File: config.mk
export PLATFORM = sky130hd
export DESIGN_NAME = ili9341_8080_rx
export DESIGN_NICKNAME = d
export VERILOG_FILES = /design/src/rtl/ili9341_8080_rx.sv
export SDC_FILE = /design/constraint.sdc
export NUM_CORES = 1
export LEC_CHECK = 0
export ABC_CLOCK_PERIOD_IN_PS = 6850
export BUFFER_PORTS_ARGS = -buffer_cell sky130_fd_sc_hd__buf_2
export CAP_MARGIN = 30
export CORE_MARGIN = 2
export CORE_UTILIZATION = 55
export DETAILED_ROUTE_END_ITERATION = 12
export PLACE_DENSITY_LB_ADDON = 0.15
export SKIP_CTS_REPAIR_TIMING = 1
export SYNTH_ARGS = -nofsm -noshare
export SYNTH_HDL_FRONTEND = slang
export SYNTH_SLANG_ARGS = --single-unit
File: constraint.sdc
create_clock -name clk -period 6.85 [get_ports clk]
set_clock_uncertainty 0.15 [all_clocks]
set_input_delay 1.37 -clock clk [delete_from_list [all_inputs] [get_ports clk]]
set_output_delay 1.37 -clock clk [all_outputs]
set_load 0.01 [all_outputs]
File: src/rtl/ili9341_8080_rx.sv
// ILI9341 8080-I 8-bit write-bus responder: decodes commands/params, tracks the
// CASET/PASET window and turns RAMWR byte pairs into RGB565 framebuffer writes.
module ili9341_8080_rx #(
  parameter int COLS   = 240,
  parameter int ROWS   = 320,
  parameter int ADDR_W = 17
) (
  input  logic              clk,
  input  logic              reset,
  input  logic [7:0]        tftParallelPort,
  input  logic              tftChipSelect,
  input  logic              tftWriteEnable,
  input  logic              tftDataCmd,
  input  logic              tftReset,
  output logic              cmdStrobe,
  output logic [7:0]        cmdByte,
  output logic              paramStrobe,
  output logic [7:0]        paramByte,
  output logic              frameStart,
  output logic              pixWrEn,
  output logic [ADDR_W-1:0] pixAddr,
  output logic [15:0]       pixData
);

  typedef enum logic [1:0] {IDLE, CASET_P, PASET_P, RAMWR} state_t;

  typedef struct packed {
    state_t            state;
    logic [15:0]       sc, ec, sp, ep;
    logic [15:0]       col, page;
    logic [2:0]        pidx;
    logic              half;
    logic [7:0]        hi;
    logic              cmd_stb;
    logic [7:0]        cmd_b;
    logic              par_stb;
    logic [7:0]        par_b;
    logic              frame;
    logic              pix_we;
    logic [15:0]       pix_d;
    logic [ADDR_W-1:0] pix_a;
  } rx_t;

  // Equal-depth synchronizers; index [1] is the synchronized value.
  logic [1:0][7:0] d_sq;
  logic [1:0]      cs_sq, wr_sq, dc_sq, rs_sq;
  logic            wr_prev_q, cs_prev_q;

  always_ff @(posedge clk or posedge reset) begin
    if (reset) begin
      d_sq      <= '0;
      cs_sq     <= '1;
      wr_sq     <= '1;
      dc_sq     <= '0;
      rs_sq     <= '0;
      wr_prev_q <= 1'b1;
      cs_prev_q <= 1'b1;
    end else begin
      d_sq      <= {d_sq[0], tftParallelPort};
      cs_sq     <= {cs_sq[0], tftChipSelect};
      wr_sq     <= {wr_sq[0], tftWriteEnable};
      dc_sq     <= {dc_sq[0], tftDataCmd};
      rs_sq     <= {rs_sq[0], tftReset};
      wr_prev_q <= wr_sq[1];
      cs_prev_q <= cs_sq[1];
    end
  end

  logic soft_rst;
  assign soft_rst = ~rs_sq[1];

  // One registered event stage so strobes land exactly one cycle after edge N+3.
  logic       ev_q, ev_dc_q, csr_q;
  logic [7:0] ev_b_q;

  always_ff @(posedge clk or posedge reset) begin
    if (reset) begin
      ev_q    <= 1'b0;
      ev_dc_q <= 1'b0;
      ev_b_q  <= '0;
      csr_q   <= 1'b0;
    end else if (soft_rst) begin
      ev_q    <= 1'b0;
      ev_dc_q <= 1'b0;
      ev_b_q  <= '0;
      csr_q   <= 1'b0;
    end else begin
      ev_q    <= wr_sq[1] & ~wr_prev_q & ~cs_sq[1];
      ev_dc_q <= dc_sq[1];
      ev_b_q  <= d_sq[1];
      csr_q   <= cs_sq[1] & ~cs_prev_q;
    end
  end

  rx_t               st_q;
  logic [15:0]       col_d, page_d;
  logic              in_win;
  logic [ADDR_W-1:0] addr_d;
  logic              caset;

  // Pointer advance compares the current column against EC before stepping.
  always_comb begin
    col_d  = st_q.col + 16'd1;
    page_d = st_q.page;
    if (st_q.col == st_q.ec) begin
      col_d  = st_q.sc;
      page_d = (st_q.page == st_q.ep) ? st_q.sp : st_q.page + 16'd1;
    end
    in_win = (32'(st_q.col) < 32'(COLS)) && (32'(st_q.page) < 32'(ROWS));
    addr_d = ADDR_W'(32'(st_q.page) * 32'(COLS) + 32'(st_q.col));
    caset  = (st_q.state == CASET_P);
  end

  always_ff @(posedge clk or posedge reset) begin
    if (reset) begin
      st_q    <= '0;
      st_q.ec <= 16'(COLS - 1);
      st_q.ep <= 16'(ROWS - 1);
    end else if (soft_rst) begin
      st_q    <= '0;
      st_q.ec <= 16'(COLS - 1);
      st_q.ep <= 16'(ROWS - 1);
    end else begin
      st_q.cmd_stb <= 1'b0;
      st_q.par_stb <= 1'b0;
      st_q.frame   <= 1'b0;
      st_q.pix_we  <= 1'b0;
      if (ev_q) begin
        if (!ev_dc_q) begin
          st_q.cmd_stb <= 1'b1;
          st_q.cmd_b   <= ev_b_q;
          st_q.pidx    <= '0;
          st_q.half    <= 1'b0;
          case (ev_b_q)
            8'h2A:   st_q.state <= CASET_P;
            8'h2B:   st_q.state <= PASET_P;
            8'h2C: begin
              st_q.state <= RAMWR;
              st_q.frame <= 1'b1;
              st_q.col   <= st_q.sc;
              st_q.page  <= st_q.sp;
            end
            default: st_q.state <= IDLE;
          endcase
        end else if (st_q.state == RAMWR) begin
          if (!st_q.half) begin
            st_q.hi   <= ev_b_q;
            st_q.half <= 1'b1;
          end else begin
            st_q.half <= 1'b0;
            st_q.col  <= col_d;
            st_q.page <= page_d;
            if (in_win) begin
              st_q.pix_we <= 1'b1;
              st_q.pix_d  <= {st_q.hi, ev_b_q};
              st_q.pix_a  <= addr_d;
            end
          end
        end else begin
          st_q.par_stb <= 1'b1;
          st_q.par_b   <= ev_b_q;
          if (st_q.pidx != 3'd4) st_q.pidx <= st_q.pidx + 3'd1;
          if (st_q.state != IDLE) begin
            case (st_q.pidx)
              3'd0: if (caset) st_q.sc[15:8] <= ev_b_q; else st_q.sp[15:8] <= ev_b_q;
              3'd1: if (caset) st_q.sc[7:0]  <= ev_b_q; else st_q.sp[7:0]  <= ev_b_q;
              3'd2: if (caset) st_q.ec[15:8] <= ev_b_q; else st_q.ep[15:8] <= ev_b_q;
              3'd3: if (caset) st_q.ec[7:0]  <= ev_b_q; else st_q.ep[7:0]  <= ev_b_q;
              default: ;
            endcase
          end
        end
      end else if (csr_q) begin
        st_q.half <= 1'b0;
      end
    end
  end

  assign cmdStrobe   = st_q.cmd_stb;
  assign cmdByte     = st_q.cmd_b;
  assign paramStrobe = st_q.par_stb;
  assign paramByte   = st_q.par_b;
  assign frameStart  = st_q.frame;
  assign pixWrEn     = st_q.pix_we;
  assign pixData     = st_q.pix_d;
  assign pixAddr     = st_q.pix_a;

endmodule

==> metrics.md, run 1 <==
| Metric | Value |
|---|---|
| Outcome | `complete, no violations` |
| Syn. warnings | `0` |
| Post-DRT Antenna Nets | `0` |
| Fin crit period | `5.100 ns` |
| Overflow after GRT | `0` |
| Endpoint class of the critical path | `flop` |
| Critical-path cell list | `fa_1 > inv_1 > fa_1 > inv_1 > ha_1 > a21o_1 > a21oi_1 > o21ai_0 > a2111o_1 > a211o_1 > nand3_1 > ha_1 > or2_2 > and2_1 > a221o_1 > a211o_1 > a31oi_1` |
| Period utilisation layout | `0.7445` |
| Top cells by area, synth | `dfrtp_1, mux2_2, ha_1` |
| Async set or reset register ratio after synthesis | `1.000` |
| Critical Path Source Type | `flop` |
| Number of vias in the routed layout | `7,828` |
| Post-synthesis mux area share | `0.05477` |
| Number of port buffers | `66` |
| Leakage | `5.384 nW` |
| Vias in the first global route | `7,490` |
| Worst Hold Class | `reg -> reg` |
| XOR/XNOR Fraction of Synth Area | `0.03640` |
| Synthesized area per cell | `10.16 um^2` |
| Register Area | `5030 um^2` |
| Per-cell routed wire length | `19.25 um` |
| Width of the die | `144.3 um` |
| Required @ worst endpoint | `7.07 ns` |
| Post-Synthesis Cells | `1,066` |
| Slew headroom | `0.2533` |
| Area Overhead vs Synth | `8.099%` |
| Number of library cell types mapped by synthesis | `71` |
| Final setup fails | `0` |
| Simple-gate share of the synthesized area | `0.1415` |
| Yosys reg bits | `200` |
| Hold path cells | `0` |
| DR vias/cell | `5.855` |
| Slowest-stage cell, CP | `fa_1` |
| Top_reg_cell synth | `dfrtp_1` |
| Filler cells | `1,672` |
| DR pass1 iterations | `5` |
| Placer Congestion | `0.8545` |
| Total Wirelength | `25,740 um` |
| Initial Utilization | `0.5582` |
| Setup_tns | `0 ns` |
| Seq/Total Area, Yosys | `0.4645` |
| Critical R2R Capture | `pixAddr[16]` |
| Pwr Total | `2.498 mW` |
| # IOs | `67` |
| Syn Nets | `1,143` |
| Area leader, netlist | `dfrtp_1` |
| Share of the synthesized area in the top cell type | `0.4159` |
| Post-DP Area | `11,060 um^2` |
| Worst Max-Slew Pin Slew | `1.120 ns` |
| R2R Setup Slk | `1.75 ns` |
| CTS Root Buffer Type | `clkbuf_16` |
| Compound-gate portion of the synthesized area | `0.1363` |
| Inserted Diodes | `0` |
| P per Cell Area | `213.4 nW/um^2` |
| Crit-path max cell delay | `0.63 ns` |
| Clock sink count | `200` |
| Largest family of logic cells by synthesized area | `simple AND/OR/NAND/NOR gates` |
| First-pass GRT wire length | `40,780 um` |
| Multi-input logic area | `4957 um^2` |
| DRT iter0 DRCs | `663` |
| CTS tree | `yes` |
| Hold Violations, Final | `0` |
| Core footprint | `19,400 um^2` |
| RSZ-0062 raised after global routing | `no` |
| MaxCap Viol Count | `0` |
| Clk slew on worst S/H paths | `0.09 ns` |
| Pin count of the biggest net entering global routing | `201` |
| Num rows | `51` |
| CTS Buffer Depth | `2` |
| R2R depth | `17` |
| Final slew viol count | `0` |
| WP data arrival | `5.32 ns` |
| Synth Area in Adders | `0.08666` |
| Final instance area | `11,710 um^2` |
| Total CTS buffers | `17` |
| Hold Crit Start | `d_sq[3]` |
| Die Ht | `144.3 um` |
| Clock Latency Late Sink | `0.44 ns` |
| Fmax achieved | `196.1 MHz` |
| Die ar. | `20,830 um^2` |
| VDD IR max | `0.0002007 V` |
| CTS H-tree lvls | `4` |
| Hold Crit Endpoint | `d_sq[11]` |
| Crit Path Max Fanout | `12` |
| Number of enable flip-flop cells after synthesis | `0` |
| Share of post-route cells with drive strength above 1 | `0.1819` |
| Antenna violations before repair | `0` |
| Nets | `1,136` |
| Cell Area, Synth | `10,830 um^2` |
| Gr usage total | `0.2580` |
| Worst Setup Path Type | `reg -> reg` |
| DRC | `0` |
| Worst r2r src | `st_q[65]` |
| Dpl hpwl | `17,450 um` |
[metal layers]
metal,wire (um),track usage,vias to the layer above
li1,-,-,3671
met4,550,0.07154,0
met2,12210,0.4206,245
met5,0,0,-
met1,11690,0.3594,3873
met3,1285,0.04338,39
[cell type report]
class	count	area share
Sequential cell	200	0.4297
Multi-Input combinational cell	688	0.4235
Timing Repair Buffer	77	0.03901
Clock buffer	18	0.03752
Tap cell	265	0.02832
Inverter	75	0.02437
Clock inverter	14	0.01764
[synthesized netlist by cell type, drive strengths merged (6+ instances only)]
cell type  instances
dfrtp            180
a21oi            100
nand2             88
inv               75
buf               60
nor2              52
mux2              50
xnor2             44
clkbuf            43
ha                43
nor3              32
nand3             28
o22ai             27
nand4             24
and2              23
dfstp             20
fa                20
o21ai             19
a22o              15
nor4              11
a21o              10
a31oi              8
nand2b             8
o21a               7
o31a               6
or3                6
[per-stage QoR]
stage / setup WS, ns / hold WS [ns] / utilization / std cells
after detailed placement: 1.812 / 0.1865 / 0.5702 / 1305
final: 1.750 / 0.1960 / 0.6035 / 1337
after global routing: 1.557 / 0.2056 / 0.6035 / 1337
after floorplan: 2.187 / 0.1812 / - / 1066
after global placement: 1.898 / 0.1812 / 0.5670 / 1301
after CTS: 1.782 / 0.2011 / 0.6035 / 1337
[worst max path at each step]
stage	slack, ns	cells after the start	start	to
floorplan	2.19	17	st_q[66]	pixAddr[16]
global placement	1.90	17	st_q[65]	pixAddr[16]
detailed placement	1.81	17	st_q[65]	pixAddr[16]
CTS	1.78	17	st_q[65]	pixAddr[16]
global route	1.56	17	st_q[65]	pixAddr[16]
finish	1.75	17	st_q[65]	pixAddr[16]
[registers in the layout (all words and copies together) (netlist names), 2 cells and up]
register	flops
cmdByte	8
cs_sq	2
paramByte	8
pixData	16
d_sq	16
pixAddr	17
rs_sq	2
dc_sq	2
wr_sq	2
ev_b_q	8
st_q	110
[power by group]
group | leakage (nW) | switching, mW | internal, mW
registers | 2.64 | 0.0324 | 1.23
logic | 2.43 | 0.101 | 0.0631
clock network | 0.313 | 0.545 | 0.524
[placed cells by master, fill, tap and decap left out, types with 15 or more instances in the layout]
master,synthesis,layout
xnor2_1,44,44
ha_1,43,43
inv_1,75,73
nand3_1,27,27
a21oi_1,99,99
nor2_1,51,51
mux2_2,50,50
nor3_1,31,31
o22ai_1,27,27
a22o_1,15,15
o21ai_0,18,18
buf_2,7,66
fa_1,20,20
dfstp_2,20,20
nand2_1,88,88
nand4_1,24,24
clkbuf_16,0,17
and2_1,20,20
dfrtp_1,180,180
[critical path: cells and delay by family (launching register included)]
kind                       cells  cell delay, ns
AOI/OAI and AO/OA              8            2.01
adders and majority gates      4            1.66
buffers and inverters          2            0.11
DFF                            1            0.57
and+or+nand+nor                3            0.54
[logic make-up after synthesis]
family	Yosys count
AND/OR/NAND/NOR	301
adder cells (fa/ha/maj)	63
flip-flops	200
XOR/XNOR	45
multiplexers	53
AO/OA/AOI/OAI	226
buffers and inverters	178
No activity file was read; power rests on OpenSTA's default activity.
==> run 2, diff against run 1 <==
--- a/config.mk
+++ b/config.mk
@@ -5,7 +5,7 @@
 export SDC_FILE = /design/constraint.sdc
 export NUM_CORES = 1
 export LEC_CHECK = 0
-export ABC_CLOCK_PERIOD_IN_PS = 6850
+export ABC_CLOCK_PERIOD_IN_PS = 4200
 export BUFFER_PORTS_ARGS = -buffer_cell sky130_fd_sc_hd__buf_2
 export CAP_MARGIN = 30
 export CORE_MARGIN = 2
==> constraint.sdc (replaced) <==
create_clock -name clk -period 4.2 [get_ports clk]
set_clock_uncertainty 0.15 [all_clocks]
set_input_delay 0.84 -clock clk [delete_from_list [all_inputs] [get_ports clk]]
set_output_delay 0.84 -clock clk [all_outputs]
set_load 0.01 [all_outputs]
==> run 2 against run 1 <==
Worst hold slack got worse by 0.011 ns. First-iteration DRC count increased by 1.1%. Fmax increased by 7.8%. Die area unchanged. Combinational power increased by 63%. Sequential power increased by 63%. The run now ends with setup timing left.
==> metrics.md, run 2 (synthesis results as in run 1) <==
| Metric | Value |
|---|---|
| Outcome | `finished with violations` |
| Failing checks | `setup timing` |
| Leakage | `5.794 nW` |
| CTS Root Buffer Type | `clkbuf_16` |
| First-pass GRT wire length | `41,810 um` |
| Critical Path Source Type | `flop` |
| Crit-path max cell delay | `0.58 ns` |
| Critical-path cell list | `fa_1 > inv_2 > fa_1 > inv_1 > ha_1 > a21o_1 > a21oi_2 > o21ai_2 > a2111o_1 > a211o_1 > nand3_1 > ha_1 > or2_4 > and2_1 > a221o_1 > a211o_1 > a31oi_1` |
| Post-route non-filler standard cell count | `1,420` |
| Final setup fails | `4` |
| Width of the die | `144.3 um` |
| DR pass1 iterations | `5` |
| Inserted Diodes | `0` |
| Share of post-route cells with drive strength above 1 | `0.2649` |
| Final instance area | `12,410 um^2` |
| Die ar. | `20,830 um^2` |
| P per Cell Area | `324.4 nW/um^2` |
| Dpl hpwl | `18,430 um` |
| DR vias/cell | `5.725` |
| # IOs | `67` |
| Final worst slack | `-0.5292 ns` |
| Placer Congestion | `0.8891` |
| Post-DRT Antenna Nets | `0` |
| Worst Max-Slew Pin Slew | `1.040 ns` |
| MaxCap Viol Count | `0` |
| Slew headroom | `0.3040` |
| Fin crit period | `4.729 ns` |
| Initial Utilization | `0.5582` |
| Final slew viol count | `0` |
| Most frequent cells in the layout | `dfrtp_1, a21oi_1, nand2_1, buf_4` |
| Hold Violations, Final | `0` |
| Core footprint | `19,400 um^2` |
| Clk slew on worst S/H paths | `0.08 ns` |
| Post-place setup slack | `-0.4867 ns` |
| Largest register FFs | `110` |
| Placed Cells | `1,378` |
| CTS Buffer Depth | `2` |
| Worst Hold Class | `in -> async` |
| Nets | `1,219` |
| Area Overhead vs Synth | `14.59%` |
| Num rows | `51` |
| WP data arrival | `4.95 ns` |
| Per-cell routed wire length | `18.51 um` |
| Worst Setup Path Type | `reg -> reg` |
| DRC | `0` |
| CTS H-tree lvls | `4` |
| Required @ worst endpoint | `4.42 ns` |
| Clock Latency Late Sink | `0.44 ns` |
| Total CTS buffers | `17` |
| Commonest non-fill, non-tap cell in the layout | `dfrtp_1` |
| RSZ-0062 raised after global routing | `yes` |
| Hold Slack | `0.1849 ns` |
| Post-DP Area | `11,590 um^2` |
| CTS tree | `yes` |
| Slowest-stage cell, CP | `fa_1` |
| Gr usage total | `0.2632` |
| Pin count of the biggest net entering global routing | `107` |
| Overflow after GRT | `0` |
| VDD IR max | `0.0003111 V` |
| DRT iter0 DRCs | `670` |
| Number of vias in the routed layout | `8,130` |
| Antenna violations before repair | `0` |
| Post-layout util | `0.6397` |
| Period utilisation layout | `1.126` |
| Number of port buffers | `66` |
| Total Wirelength | `26,290 um` |
| Clock sink count | `200` |
| Pwr Total | `4.025 mW` |
| Fmax achieved | `211.5 MHz` |
| Die Ht | `144.3 um` |
| Setup_tns | `-0.6878 ns` |
| Biggest register | `st_q` |
| Vias in the first global route | `7,922` |
| Crit Path Max Fanout | `3` |
| Endpoint class of the critical path | `flop` |
| Filler cells | `1,608` |
==> run 2: cell types whose count changed in the layout (fill, tap and decap cells not counted), sizes merged <==
| cell | change |
|---|---|
| inv | +2 |
| buf | +83 |
| clkinvlp | +1 |
| clkinv | -2 |
| clkbuf | -1 |
==> run 2: report_power, final <==
group          switching [mW]  total, mW  internal (mW)
Clock                   0.870       1.69          0.823
Sequential             0.0545       2.07           2.01
Combinational           0.162      0.268          0.105
Total                    1.09       4.03           2.94
==> run 2: area by class of cell <==
type	count	area [um^2]	share of cell area
flip-flops and latches	200	5031	0.4054
clock buffers	17	425.4	0.03428
repair buffers	160	1069	0.08611
inverters	75	285.3	0.02299
well taps	265	331.6	0.02672
multi-input cells	688	5080	0.4094
clock inverters	15	187.7	0.01512
==> run 2: path summary, 6_finish.rpt <==
path	startpoint	to	slack, ns	depth (start not counted)
setup / recovery	st_q[65]	pixAddr[16]	-0.53	17
hold reg to reg	d_sq[7]	d_sq[15]	0.20	0
hold / removal	reset	rs_sq[0]	0.18	2
min in group clk	d_sq[7]	d_sq[15]	0.20	0
max in group asynchronous	reset	st_q[66]	2.86	3
setup reg to reg	st_q[65]	pixAddr[16]	-0.53	17
==> run 2: worst max-delay path: cells and delay by family (launching register included) <==
kind | cells | cell delay (ns)
buf+inv | 2 | 0.10
fa+ha+maj | 4 | 1.61
flops | 1 | 0.40
compound gates | 8 | 1.93
simple gates | 3 | 0.47
==> run 2: metal layers <==
metal	GRT usage	up-vias	wire length, um
li1	-	3813	-
met1	0.3665	4025	11740
met2	0.4143	245	12530
met3	0.04868	47	1353
met4	0.09709	0	668
met5	0	-	0
==> run 3, diff against run 2 <==
--- a/config.mk
+++ b/config.mk
@@ -10,9 +10,11 @@
 export CAP_MARGIN = 30
 export CORE_MARGIN = 2
 export CORE_UTILIZATION = 55
+export CTS_BUF_LIST = sky130_fd_sc_hd__clkbuf_16
 export DETAILED_ROUTE_END_ITERATION = 12
-export PLACE_DENSITY_LB_ADDON = 0.15
+export PLACE_DENSITY = 0.73
 export SKIP_CTS_REPAIR_TIMING = 1
+export SLEW_MARGIN = 15
 export SYNTH_ARGS = -nofsm -noshare
 export SYNTH_HDL_FRONTEND = slang
 export SYNTH_SLANG_ARGS = --single-unit
==> run 3 against run 2 <==
The flow still finishes with violations (setup timing). Highest routed layer unchanged. Combinational power is 1% higher. Final cell count is 0.35% lower. Sequential power barely moved. Sequential share of layout area is 0.16 points lower. Critical endpoint unchanged. Count of clock-buffer cells in the layout did not move. First-iteration DRC count is 7.0% higher. Routed wire length rose by 0.78%. Largest cell class unchanged.
==> metrics.md, run 3 (synthesis results as in run 1) <==
| Metric | Value |
|---|---|
| Worst Max-Slew Pin Slew | `0.9917 ns` |
| Met3 routed WL | `1549 um` |
| Total CTS buffers | `17` |
| # IOs | `67` |
| Fmax achieved | `211.6 MHz` |
| Int Pwr | `3.007 mW` |
| WP data arrival | `4.94 ns` |
| Final setup fails | `5` |
| Total Wirelength | `26,490 um` |
| Clk slew on worst S/H paths | `0.08 ns` |
| Num rows | `51` |
| Largest register FFs | `110` |
| Top sig layer | `met4` |
| First-pass GRT wire length | `42,420 um` |
| Antenna violations before repair | `0` |
| DR vias/cell | `5.848` |
| Required @ worst endpoint | `4.41 ns` |
| Number of port buffers | `66` |
| DRC | `0` |
| Post-DRT Antenna Nets | `0` |
| Hold Violations, Final | `0` |
| Commonest non-fill, non-tap cell in the layout | `dfrtp_1` |
| Sw Ratio | `0.2652` |
| P per Cell Area | `328.4 nW/um^2` |
| Inserted Diodes | `0` |
| Clock Latency Late Sink | `0.45 ns` |
| Overflow after GRT | `0` |
| Critical Path Source Type | `flop` |
| CTS Buffer Depth | `2` |
| Register Area | `5031 um^2` |
| Vias in the first global route | `8,215` |
| Worst Setup Path Type | `reg -> reg` |
| Post-place setup slack | `-0.4495 ns` |
| Placer Congestion | `0.8991` |
| Fin crit period | `4.727 ns` |
| CTS tree | `yes` |
| Final worst slack | `-0.5267 ns` |
| Comb power frac | `0.066` |
| Final slew viol count | `0` |
| Failing checks | `setup timing` |
| Gr usage total | `0.2638` |
| Die ar. | `20,830 um^2` |
| Clock sink count | `200` |
| Setup_tns | `-0.9051 ns` |
| Period utilisation layout | `1.125` |
| Per-cell routed wire length | `18.72 um` |
| Post-Route M1 WL | `11,180 um` |
| Dpl hpwl | `18,540 um` |
| Initial Utilization | `0.5582` |
| Share of post-route cells with drive strength above 1 | `0.2574` |
| RSZ-0062 raised after global routing | `yes` |
| Crit Path Max Fanout | `3` |
| Met2 WL | `13,020 um` |
| CTS Root Buffer Type | `clkbuf_16` |
| Width of the die | `144.3 um` |
| Filler cells | `1,561` |
| Nets | `1,214` |
| Multi-input logic area | `5102 um^2` |
| Clock Power Share | `0.428` |
| Outcome | `finished with violations` |
| Post-layout util | `0.6423` |
| MaxCap Viol Count | `0` |
| Slew headroom | `0.3364` |
| Leakage | `5.814 nW` |
| Biggest register | `st_q` |
| DR pass1 iterations | `5` |
| Pin count of the biggest net entering global routing | `43` |
| Register share of total power | `0.505` |
| Die Ht | `144.3 um` |
| Area Overhead vs Synth | `15.05%` |
| Endpoint class of the critical path | `flop` |
| DRT iter0 DRCs | `717` |
| Worst Hold Class | `reg -> reg` |
| VDD IR max | `0.0002833 V` |
| P_sw | `1.085 mW` |
| Most frequent cells in the layout | `dfrtp_1, a21oi_1, nand2_1, buf_4, inv_1` |
| CTS H-tree lvls | `4` |
| Core footprint | `19,400 um^2` |
| Number of vias in the routed layout | `8,275` |
run 3: cell count changes in the layout (fill, tap and decap cells not counted), sizes merged:
cell	delta
inv	-2
bufinv	+1
clkinv	+1
buf	-5
run 3: cell type report:
class	instances	share of cell area
Clock inverter	15	0.01747
Tap cell	265	0.02661
Sequential cell	200	0.4038
Inverter	75	0.02290
Multi-Input combinational cell	688	0.4095
Timing Repair Buffer	155	0.08556
Clock buffer	17	0.03414
run 3: metal layers:
| layer | vias up | global-route usage |
|---|---|---|
| met5 | - | 0 |
| met4 | 0 | 0.08227 |
| met2 | 300 | 0.4420 |
| li1 | 3815 | - |
| met3 | 54 | 0.05762 |
| met1 | 4106 | 0.3445 |
run 3: power groups by stage:
stage          clock [mW]  combinational (mW)  sequential (mW)
2_1_floorplan           0               0.201             2.08
3_3_place_gp            0               0.263             2.10
3_5_place_dp            0               0.272             2.10
4_1_cts              1.77               0.274             2.07
5_1_grt              1.85               0.304             2.08
6_report             1.75               0.272             2.07
run 3: worst max-delay path, cell delays in order, from the launching register on:
cell and delay, ns:
dfrtp_2 0.42, fa_1 0.58, inv_2 0.05, fa_1 0.53, inv_1 0.06, ha_1 0.28, a21o_1 0.19, a21oi_2 0.16
o21ai_1 0.11, a2111o_1 0.41, a211o_1 0.29, nand3_2 0.10, ha_4 0.20, or2_4 0.23, and2_4 0.15, a221o_1 0.31
a211o_1 0.27, a31oi_1 0.16
run 3: final timing paths:
kind / startpoint / end / slack (ns) / cells after the start
setup / recovery: st_q[66] / pixAddr[16] / -0.53 / 17
hold / removal: d_sq[1] / d_sq[9] / 0.20 / 0
setup reg to reg: st_q[66] / pixAddr[16] / -0.53 / 17
hold reg to reg: d_sq[1] / d_sq[9] / 0.20 / 0
max in group asynchronous: reset / st_q[99] / 2.65 / 4
min in group asynchronous: reset / cmdByte[5] / 0.25 / 2
run 3: per-stage QoR:
step	hold WS, ns	instance area [um^2]	power (mW)	instances
CTS	0.2039	12250	4.107	1406
detailed placement	0.1847	11600	2.376	1374
floorplan	0.1812	10840	2.283	1066
global placement	0.1823	11580	2.364	1373
finish	0.2006	12460	4.092	1415
global route	0.2092	12460	4.233	1415
